==> config.mk <==
export PLATFORM = sky130hd
export DESIGN_NAME = an_encoder_seq
export DESIGN_NICKNAME = d
export VERILOG_FILES = /design/src/rtl/an_encoder_seq.sv
export SDC_FILE = /design/constraint.sdc
export NUM_CORES = 1
export LEC_CHECK = 0
export ABC_CLOCK_PERIOD_IN_PS = 2550
export CORE_MARGIN = 1.5
export CORE_UTILIZATION = 52
export CTS_BUF_LIST = sky130_fd_sc_hd__clkbuf_4 sky130_fd_sc_hd__clkbuf_8
export CTS_CLUSTER_SIZE = 8
export DETAILED_ROUTE_END_ITERATION = 6
export GPL_TIMING_DRIVEN = 1
export PLACE_DENSITY = 0.78
export SETUP_SLACK_MARGIN = 0.15
export SYNTH_ARGS = -nofsm -noshare
export SYNTH_HDL_FRONTEND = slang
export SYNTH_SLANG_ARGS = --single-unit
==> constraint.sdc <==
create_clock -name clk -period 2.55 [get_ports clk]
set_clock_uncertainty 0.15 [all_clocks]
set_input_delay 0.255 -clock clk [delete_from_list [all_inputs] [get_ports clk]]
set_output_delay 0.255 -clock clk [all_outputs]
set_load 0.05 [all_outputs]
==> src/rtl/an_encoder_seq.sv <==
// an_encoder_seq: sequential AN-code encoder, codeword = (A*N) ^ errmask via shift-and-add
module an_encoder_seq #(
  parameter int A  = 13,
  parameter int DW = 8,
  parameter int CW = 12
) (
  input  logic          clk,
  input  logic          rst_n,
  input  logic          in_valid,
  output logic          in_ready,
  input  logic [DW-1:0] in_data,
  input  logic [CW-1:0] in_errmask,
  output logic          out_valid,
  input  logic          out_ready,
  output logic [CW-1:0] out_code,
  output logic          out_inj
);
  localparam int cntw = $clog2(DW + 1);
  localparam logic [cntw-1:0] last = cntw'(DW - 1);
  if (CW < DW + $clog2(A)) begin : g_cw_check
    $error("an_encoder_seq: CW too small to hold A*N without overflow");
  end
  typedef enum logic [1:0] {idle, calc, done} state_t;
  state_t          state;
  logic [DW-1:0]   data;
  logic [CW-1:0]   mask;
  logic [CW-1:0]   acc;
  logic [CW-1:0]   addend;
  logic [CW-1:0]   sum;
  logic [cntw-1:0] cnt;
  assign in_ready = rst_n && (state == idle);
  // partial sum for the current data bit; data is shifted so bit 0 is always the bit under test
  always_comb sum = acc + (data[0] ? addend : '0);
  // control FSM plus datapath registers; every data bit costs one clock, so latency is fixed
  always_ff @(posedge clk or negedge rst_n) begin
    if (!rst_n) begin
      state     <= idle;
      data      <= '0;
      mask      <= '0;
      acc       <= '0;
      addend    <= '0;
      cnt       <= '0;
      out_valid <= 1'b0;
      out_code  <= '0;
      out_inj   <= 1'b0;
    end else begin
      case (state)
        idle: if (in_valid) begin
          data   <= in_data;
          mask   <= in_errmask;
          acc    <= '0;
          addend <= CW'(A);
          cnt    <= '0;
          state  <= calc;
        end
        calc: begin
          acc    <= sum;
          addend <= addend << 1;
          data   <= data >> 1;
          cnt    <= cnt + 1'b1;
          if (cnt == last) begin
            state     <= done;
            out_valid <= 1'b1;
            out_code  <= sum ^ mask;
            out_inj   <= |mask;
          end
        end
        done: if (out_ready) begin
          out_valid <= 1'b0;
          state     <= idle;
        end
        default: state <= idle;
      endcase
    end
  end
endmodule

==> impl_metrics.py, run 1 <==
metrics = {
    "final_layout": {
        "layout.nets": 443,
        "stdcell_count": 486,
        "fillCellCount": 453,
        "final_core_util": 0.682,
        "layout-area-overhead-vs-synth_pct": 25.3,
        "finish.instance_area_mm2": 0.00406,
        "drive_gt1_frac": 0.136,
        "diodes": 0,
    },
    "floorplanning": {
        "initial_core_util": 0.544,
        "dieArea_mm2": 0.00672,
        "core_mm2": 0.00596,
        "ios": 39,
        "die_height_um": 82.0,
        "die_width_um": 82.0,
        "rows": 28,
    },
    "yosys": {
        "synthesis.nets": 391,
        "synth_top_area_cell": "dfrtp_1",
        "synth_top_area_frac": 0.494,
        "synth_ff_type": "dfrtp_1",
        "yosys_warnings": 0,
        "yosysMostFrequentCell": "nand2_1",
        "async_flop_share": 1.00,
        "yosys.cell_types.count": 43,
        "avgSynthCellArea_um2": 9.16,
        "yosysSeqAreaShare": 0.494,
        "ys_ff_latch": 64,
        "syn-instance-count": 354,
        "synth_edf_count": 0,
        "yosys-top-cells-count": "nand2_1, dfrtp_1, nor2_1",
        "synth.top_cells.by_area": "dfrtp_1, nand2_1, ha_1, xnor2_1, nor2_1",
        "syn_area_mm2": 0.00324,
    },
    "route": {
        "drc": 0,
        "drt_pass1_iterations": 4,
        "num_vias": 2627,
        "totalWireLength_um": 7240,
        "drt_iter0_drc": 169,
        "wire_per_inst_um": 14.9,
        "viasPerCell": 5.41,
        "drtAntennaViolNets": 0,
    },
    "sta": {
        "maxSlewViolCount": 0,
        "finalSetupViolations": 0,
        "relSlewSlack": 0.472,
        "grt_setup_unrepaired": "yes",
        "tightest_slew_ns": 0.792,
        "period_minus_slack_ns": 2.51,
        "fmax_ghz": 0.399,
        "finalCritPeriodShare": 0.983,
        "hold_viol_final": 0,
    },
    "setup_path": {
        "r2r-start": "data[0]",
        "reg2regPathDepth": 9,
        "cp-start-kind": "register",
        "crit_fanout": 3,
        "crit_buf_inv": 0,
        "cp.required_ns": 2.62,
        "arrival_ns": 2.58,
        "path_cells": "and2_4 > ha_4 > fa_2 > a21oi_4 > o21ai_2 > a2111oi_2 > or3_1 > xnor3_1 > mux2_4",
        "cp.depth": 9,
        "cp_top_family": "compound AO/OA/AOI/OAI gates",
        "crit_type": "register to register",
        "r2r_setup_slack_ns": 0.04,
        "crit_path_end_kind": "register",
        "r2r_end": "out_code[8]",
        "slowest_stage": "dfrtp_1",
        "crit_end": "out_code[8]",
        "critPathMaxStageDelay_ns": 0.40,
        "critPathLaunch": "data[0]",
    },
    "global_routing": {
        "grt_usage": 0.238,
        "grt_overflow": 0,
        "antenna_found_initial": 0,
        "grt_pass1_vias": 2537,
        "grt_pass1_wl_um": 11900,
        "grt_max_degree": 65,
    },
    "clock_network": {
        "cts_buffers": 9,
        "cts_sinks": 64,
        "cts_tree": "built",
        "h-tree-depth": 3,
        "clk_path_buf_depth": 2,
        "clk_pin_slew_worst_paths_ns": 0.07,
        "insertion_delay_ns": 0.34,
        "root_buffer": "clkbuf_8",
    },
    "placement": {
        "dp.final_hpwl_um": 5010,
        "dp_cells": 462,
        "gp_congestion": 0.825,
        "placed_area_mm2": 0.00372,
        "io_buffers": 38,
    },
    "power_and_ir_drop": {
        "total_power_uw": 6130,
        "leakagePower_uw": 0.00192,
        "power.density_mw_per_mm2": 1510,
        "irDropWorstVdd_uv": 848,
    },
    "run": {
        "max_cap_viol_count": 0,
    },
    "run_status": {
        "status": "completed",
    },
    "worst_hold_path": {
        "hold_path.class": "input pin to register",
    },
}
-- power by group --
part | switching, uW | total, uW | leakage (uW) | internal, uW
Clock | 375 | 854 | 0.000104 | 480
Sequential | 350 | 1840 | 0.000801 | 1490
Combinational | 1910 | 3430 | 0.00101 | 1520
Total | 2640 | 6130 | 0.00192 | 3490
-- metal layers --
layer | vias to the layer above | GRT usage | wire (um)
met5 | - | 0 | 0
met4 | 0 | 0.107 | 127
met3 | 12 | 0.0344 | 291
met2 | 58 | 0.368 | 3450
met1 | 1265 | 0.331 | 3370
li1 | 1292 | - | -
-- flip-flops by register name (all words and copies together), names as in the netlist --
signal,flops
data,8
out_valid,1
out_inj,1
mask,12
cnt,4
acc,12
out_code,12
addend,12
state,2
-- worst register-to-register path, stage by stage (launching register included) --
cell	delay [ns]
dfrtp_1	0.40
and2_4	0.15
ha_4	0.15
fa_2	0.36
a21oi_4	0.15
o21ai_2	0.08
a2111oi_2	0.29
or3_1	0.18
xnor3_1	0.22
mux2_4	0.27
-- final cells by class --
| cell class | count | area, um2 | area share |
|---|---|---|---|
| clock buffers | 12 | 146 | 0.0360 |
| multi-input cells | 271 | 1640 | 0.403 |
| flip-flops and latches | 64 | 1600 | 0.394 |
| clock inverters | 4 | 45.0 | 0.0111 |
| well taps | 75 | 93.8 | 0.0231 |
| inverters | 3 | 11.3 | 0.00277 |
| repair buffers | 57 | 526 | 0.129 |
-- timing repair --
action / in CTS / in global routing
gates resized for setup: 9 / 8
pin swaps: 6 / 6
endpoints found under the setup margin: 5 / 9
hold buffers: 1 / 0
endpoints found under the hold margin: 64 / 0
setup buffers: 5 / 2
-- logic make-up after synthesis --
kind of cell / share of synthesized area
AND/OR/NAND/NOR: 0.210
buffers and inverters: 0.0266
XOR/XNOR: 0.0706
adder cells (fa/ha/maj): 0.0525
flip-flops: 0.494
multiplexers: 0.00965
AO/OA/AOI/OAI: 0.136
-- worst min-delay path by stage --
| stage | start | to | slack (ns) | depth (start not counted) |
|---|---|---|---|---|
| floorplan | rst_n | acc[0] | -0.19 | 0 |
| global placement | out_inj | out_inj | 0.31 | 1 |
| detailed placement | out_inj | out_inj | 0.32 | 1 |
| CTS | in_errmask[9] | mask[9] | 0.28 | 3 |
| global route | in_errmask[8] | mask[8] | 0.30 | 3 |
| finish | in_errmask[9] | mask[9] | 0.29 | 3 |
-- cell usage in the layout (no fill, tap or decap), drive strengths merged, types with 2 or more instances in the layout --
cell type	n
nand2	94
clkinv	3
o211ai	2
o21bai	2
o21ai	36
nor2	32
clkdlybuf4s50	36
nand3b	2
a21oi	10
nand3	7
xor2	6
nor4	3
xnor3	2
and2	13
inv	3
a22o	3
a21o	6
o22ai	7
dfrtp	64
buf	20
nand2b	2
ha	12
clkbuf	12
mux2i	2
xnor2	15
-- through the flow --
step | hold slack (ns) | setup TNS (ns) | setup WS, ns
after floorplan | -0.191 | -0.0687 | -0.0687
after global placement | 0.307 | 0 | 0.0382
after detailed placement | 0.317 | -0.0248 | -0.0248
after CTS | 0.284 | 0 | 0.00163
after global routing | 0.303 | -0.156 | -0.0457
final | 0.294 | 0 | 0.0423
No activity file was read; power rests on OpenSTA's default activity.
==> run 2, diff against run 1 <==
- ABC_CLOCK_PERIOD_IN_PS: 2550 -> unset
- PLACE_DENSITY: 0.78 -> 0.84
==> run 2 against run 1 <==
The run now ends with setup timing left. Critical path depth stayed put. Critical endpoint unchanged. Combinational power grew 15%. Clock-buffer cell count shrank 2. Total power up 10%. Critical path type unchanged. Non-clock buffer count grew 3.
==> impl_metrics.py, run 2 (same netlist as run 1, synthesis figures left out) <==
metrics = {
    "run_status": {
        "status": "finished, violations left",
        "violations": "setup timing",
    },
    "clock_network": {
        "cts_buffers": 9,
        "cts_sinks": 64,
        "cts_tree": "built",
        "root_buffer": "clkbuf_8",
        "clk_path_buf_depth": 2,
        "h-tree-depth": 3,
        "clk_pin_slew_worst_paths_ns": 0.07,
        "insertion_delay_ns": 0.35,
    },
    "placement": {
        "dp.final_hpwl_um": 5190,
        "gp_congestion": 0.888,
        "io_buffers": 38,
        "placed_area_mm2": 0.00371,
        "dp_cells": 461,
        "place_ws_ns": -0.0139,
    },
    "setup_path": {
        "critPathLaunch": "data[0]",
        "r2r-start": "data[0]",
        "crit_type": "register to register",
        "crit_fanout": 3,
        "crit_path_end_kind": "register",
        "cp.required_ns": 2.63,
        "cp-start-kind": "register",
        "arrival_ns": 2.67,
        "r2r_setup_slack_ns": -0.04,
    },
    "final_layout": {
        "final_cell_mix": "nand2_1, dfrtp_1, clkdlybuf4s50_1",
        "drive_gt1_frac": 0.184,
        "layout.nets": 446,
        "seq_area_mm2": 0.00160,
        "diodes": 0,
        "finish.instance_area_mm2": 0.00425,
        "mostFrequentLayoutCell": "nand2_1",
        "multi_input_area_mm2": 0.00177,
        "layout-area-overhead-vs-synth_pct": 31.0,
        "fillCellCount": 393,
        "stdcell_count": 489,
    },
    "floorplanning": {
        "die_height_um": 82.0,
        "initial_core_util": 0.544,
        "die_width_um": 82.0,
        "core_mm2": 0.00596,
        "dieArea_mm2": 0.00672,
        "ios": 39,
        "rows": 28,
    },
    "global_routing": {
        "grt_overflow": 0,
        "grt_max_degree": 65,
        "grt_pass1_wl_um": 12300,
        "grt_pass1_vias": 2644,
        "antenna_found_initial": 0,
        "grt_usage": 0.247,
    },
    "route": {
        "num_vias": 2752,
        "totalWireLength_um": 8320,
        "drt_iter0_drc": 248,
        "wire_per_inst_um": 17.0,
        "drt_pass1_iterations": 5,
        "viasPerCell": 5.63,
        "wl_met2_um": 4140,
        "drtAntennaViolNets": 0,
        "drc": 0,
        "met1Wirelength_um": 3360,
        "dr_wl_met3_um": 500,
        "dr.max_layer_used": "met4",
    },
    "sta": {
        "fmax_ghz": 0.386,
        "period_minus_slack_ns": 2.59,
        "finalSetupViolations": 1,
        "hold_ws_ns": 0.285,
        "relSlewSlack": 0.474,
        "tightest_slew_ns": 0.788,
        "finalCritPeriodShare": 1.01,
        "hold_viol_final": 0,
        "maxSlewViolCount": 0,
        "grt_setup_unrepaired": "yes",
        "layout_setup_ws_ns": -0.0380,
    },
    "power_and_ir_drop": {
        "total_power_uw": 6760,
        "irDropWorstVdd_uv": 904,
        "power.density_mw_per_mm2": 1590,
        "leakagePower_uw": 0.00197,
    },
    "worst_hold_path": {
        "holdCritStartpoint": "in_errmask[5]",
        "hold_path.class": "input pin to register",
    },
    "run": {
        "max_cap_viol_count": 0,
    },
}
run 2: final timing paths:
path                                to  depth (start not counted)
max in group asynchronous    addend[6]                          3
setup reg to reg           out_code[8]                          9
hold / removal                 mask[5]                          3
hold reg to reg                out_inj                          1
setup / recovery           out_code[8]                          9
min in group asynchronous    out_valid                          3
run 2: per-layer routing:
layer  up-vias  track usage
li1       1294            -
met1      1331        0.301
met2       101        0.411
met3        26       0.0589
met4         0        0.119
met5         -            0
run 2: cell type report:
type / count / share of cell area
Timing Repair Buffer: 60 / 0.130
Tap cell: 75 / 0.0221
Clock inverter: 6 / 0.0197
Clock buffer: 10 / 0.0309
Multi-Input combinational cell: 271 / 0.417
Inverter: 3 / 0.00265
Sequential cell: 64 / 0.377
run 2: worst max-delay path, cell delays in order, from the launching register on:
cell       delay (ns)
dfrtp_1          0.41
and2_4           0.16
ha_4             0.16
fa_2             0.36
a21oi_2          0.17
o21ai_2          0.09
a2111oi_2        0.31
or3_1            0.18
xnor3_1          0.22
mux2_4           0.26
run 2: timing repair:
item	in CTS	in global routing
gates cloned	0	0
hold buffers	1	0
pin swaps	7	19
setup endpoints to repair	5	13
buffers inserted	6	5
gates resized for setup	10	32
hold endpoints to repair	64	0
run 2: metrics by stage:
stage               setup TNS, ns  utilization
finish                    -0.0380        0.713
global route               -0.162        0.713
CTS                       -0.0181        0.678
detailed placement        -0.0139        0.624
global placement                0        0.624
floorplan                 -0.0687            -
run 2: report_power, final:
group / switching [uW] / leakage, uW / internal [uW] / total, uW
Clock: 390 / 0.000113 / 557 / 947
Sequential: 385 / 0.000801 / 1490 / 1870
Combinational: 2170 / 0.00106 / 1770 / 3940
==> run 3, diff against run 2 <==
- SLEW_MARGIN: unset -> 40
==> run 3 against run 2 <==
The flow still finishes with violations (setup timing). Final cell count stayed put. Sequential share of layout area hardly changed. Critical path type unchanged. Sequential power hardly changed. Highest routed layer unchanged. Clock power hardly changed. Cell area hardly changed. Routed wire length is 0.19% higher.
==> impl_metrics.py, run 3 (same netlist as run 1, synthesis figures left out) <==
metrics = {
    "placement": {
        "placed_area_mm2": 0.00371,
        "gp_congestion": 0.888,
        "io_buffers": 38,
        "dp.final_hpwl_um": 5190,
        "place_ws_ns": -0.0139,
    },
    "setup_path": {
        "cp.required_ns": 2.63,
        "cp-start-kind": "register",
        "crit_path_end_kind": "register",
        "critPathMaxStageDelay_ns": 0.41,
        "path_cells": "and2_4 > ha_4 > fa_2 > a21oi_2 > o21ai_2 > a2111oi_2 > or3_1 > xnor3_1 > mux2_4",
        "slowest_stage": "dfrtp_1",
        "crit_fanout": 3,
        "crit_type": "register to register",
        "arrival_ns": 2.68,
    },
    "worst_hold_path": {
        "hold_path.class": "input pin to register",
    },
    "power_and_ir_drop": {
        "leakagePower_uw": 0.00198,
        "power.density_mw_per_mm2": 1590,
        "irDropWorstVdd_uv": 905,
    },
    "clock_network": {
        "clk_path_buf_depth": 2,
        "h-tree-depth": 3,
        "cts_tree": "built",
        "cts_sinks": 64,
        "root_buffer": "clkbuf_8",
        "cts_buffers": 9,
        "clk_pin_slew_worst_paths_ns": 0.07,
        "insertion_delay_ns": 0.34,
    },
    "run_status": {
        "violations": "setup timing",
        "status": "finished, violations left",
    },
    "sta": {
        "finalCritPeriodShare": 1.02,
        "finalSetupTns_ns": -0.0530,
        "fmax_ghz": 0.384,
        "maxSlewViolCount": 0,
        "period_minus_slack_ns": 2.60,
        "layout_setup_ws_ns": -0.0530,
        "grt_setup_unrepaired": "yes",
        "tightest_slew_ns": 0.562,
        "hold_viol_final": 0,
        "hold_ws_ns": 0.287,
        "relSlewSlack": 0.625,
        "finalSetupViolations": 1,
    },
    "global_routing": {
        "antenna_found_initial": 0,
        "grt_usage": 0.247,
        "grt_overflow": 0,
        "grt_pass1_wl_um": 12300,
        "grt_pass1_vias": 2644,
        "grt_max_degree": 65,
    },
    "floorplanning": {
        "die_height_um": 82.0,
        "core_mm2": 0.00596,
        "initial_core_util": 0.544,
        "dieArea_mm2": 0.00672,
        "rows": 28,
        "ios": 39,
        "die_width_um": 82.0,
    },
    "route": {
        "drt_iter0_drc": 227,
        "viasPerCell": 5.65,
        "totalWireLength_um": 8340,
        "drc": 0,
        "num_vias": 2764,
        "wire_per_inst_um": 17.0,
        "drt_pass1_iterations": 6,
        "drtAntennaViolNets": 0,
    },
    "final_layout": {
        "final_core_util": 0.714,
        "drive_gt1_frac": 0.184,
        "diodes": 0,
        "layout.nets": 446,
        "finish.instance_area_mm2": 0.00425,
        "layout-area-overhead-vs-synth_pct": 31.1,
        "final_cell_mix": "nand2_1, dfrtp_1, clkdlybuf4s50_1",
        "mostFrequentLayoutCell": "nand2_1",
    },
    "run": {
        "max_cap_viol_count": 0,
    },
}
[run 3: cell types whose count changed in the layout (fill, tap and decap cells not counted)]
| cell | before | now |
|---|---|---|
| buf_4 | 19 | 18 |
| buf_6 | 2 | 3 |
[run 3: critical path, delay by kind of cell (launching register included)]
kind	cells	cell delay, ns
XOR/XNOR	1	0.22
flip-flops	1	0.41
adder cells (fa/ha/maj)	2	0.52
AND/OR/NAND/NOR	2	0.35
AO/OA/AOI/OAI	3	0.58
multiplexers	1	0.26
[run 3: final cells by class]
| class | instances | area (um2) |
|---|---|---|
| Timing Repair Buffer | 60 | 557 |
| Clock inverter | 6 | 83.8 |
| Multi-Input combinational cell | 271 | 1770 |
| Tap cell | 75 | 93.8 |
| Fill cell | 392 | 1710 |
| Clock buffer | 10 | 131 |
| Sequential cell | 64 | 1600 |
| Inverter | 3 | 11.3 |
[run 3: per-stage QoR]
stage / std cells / total power (uW)
detailed placement: 461 / 4980
CTS: 484 / 6110
global route: 489 / 7170
finish: 489 / 6760
floorplan: 354 / 4140
global placement: 461 / 4820
[run 3: layer usage]
metal / global-route usage / share of wire
met5: 0 / 0
met4: 0.119 / 0.038
met3: 0.0589 / 0.060
met2: 0.411 / 0.49
met1: 0.301 / 0.41
[run 3: worst paths after layout]
path,from,end,slack (ns),cells past startpoint
worst max-delay path,data[0],out_code[8],-0.05,9
max in group asynchronous,rst_n,acc[4],1.45,3
worst min register to register,out_inj,out_inj,0.33,1
worst max register to register,data[0],out_code[8],-0.05,9
min in group asynchronous,rst_n,out_valid,0.38,3
worst min-delay path,in_errmask[5],mask[5],0.29,3
[run 3: where the power goes]
part           internal, uW  total (uW)  leakage (uW)  switching (uW)
combinational          1770        3940       0.00106            2170
clock                   558         946      0.000113             389
sequential             1490        1870      0.000801             385
total                  3820        6760       0.00198            2950
[run 3: repair_timing]
action,in CTS,in global routing
setup buffers,6,5
cloned,0,0
hold buffers,1,0
pin swaps,7,19
resized for setup,10,32
hold endpoints to repair,64,0
setup endpoints to repair,5,13
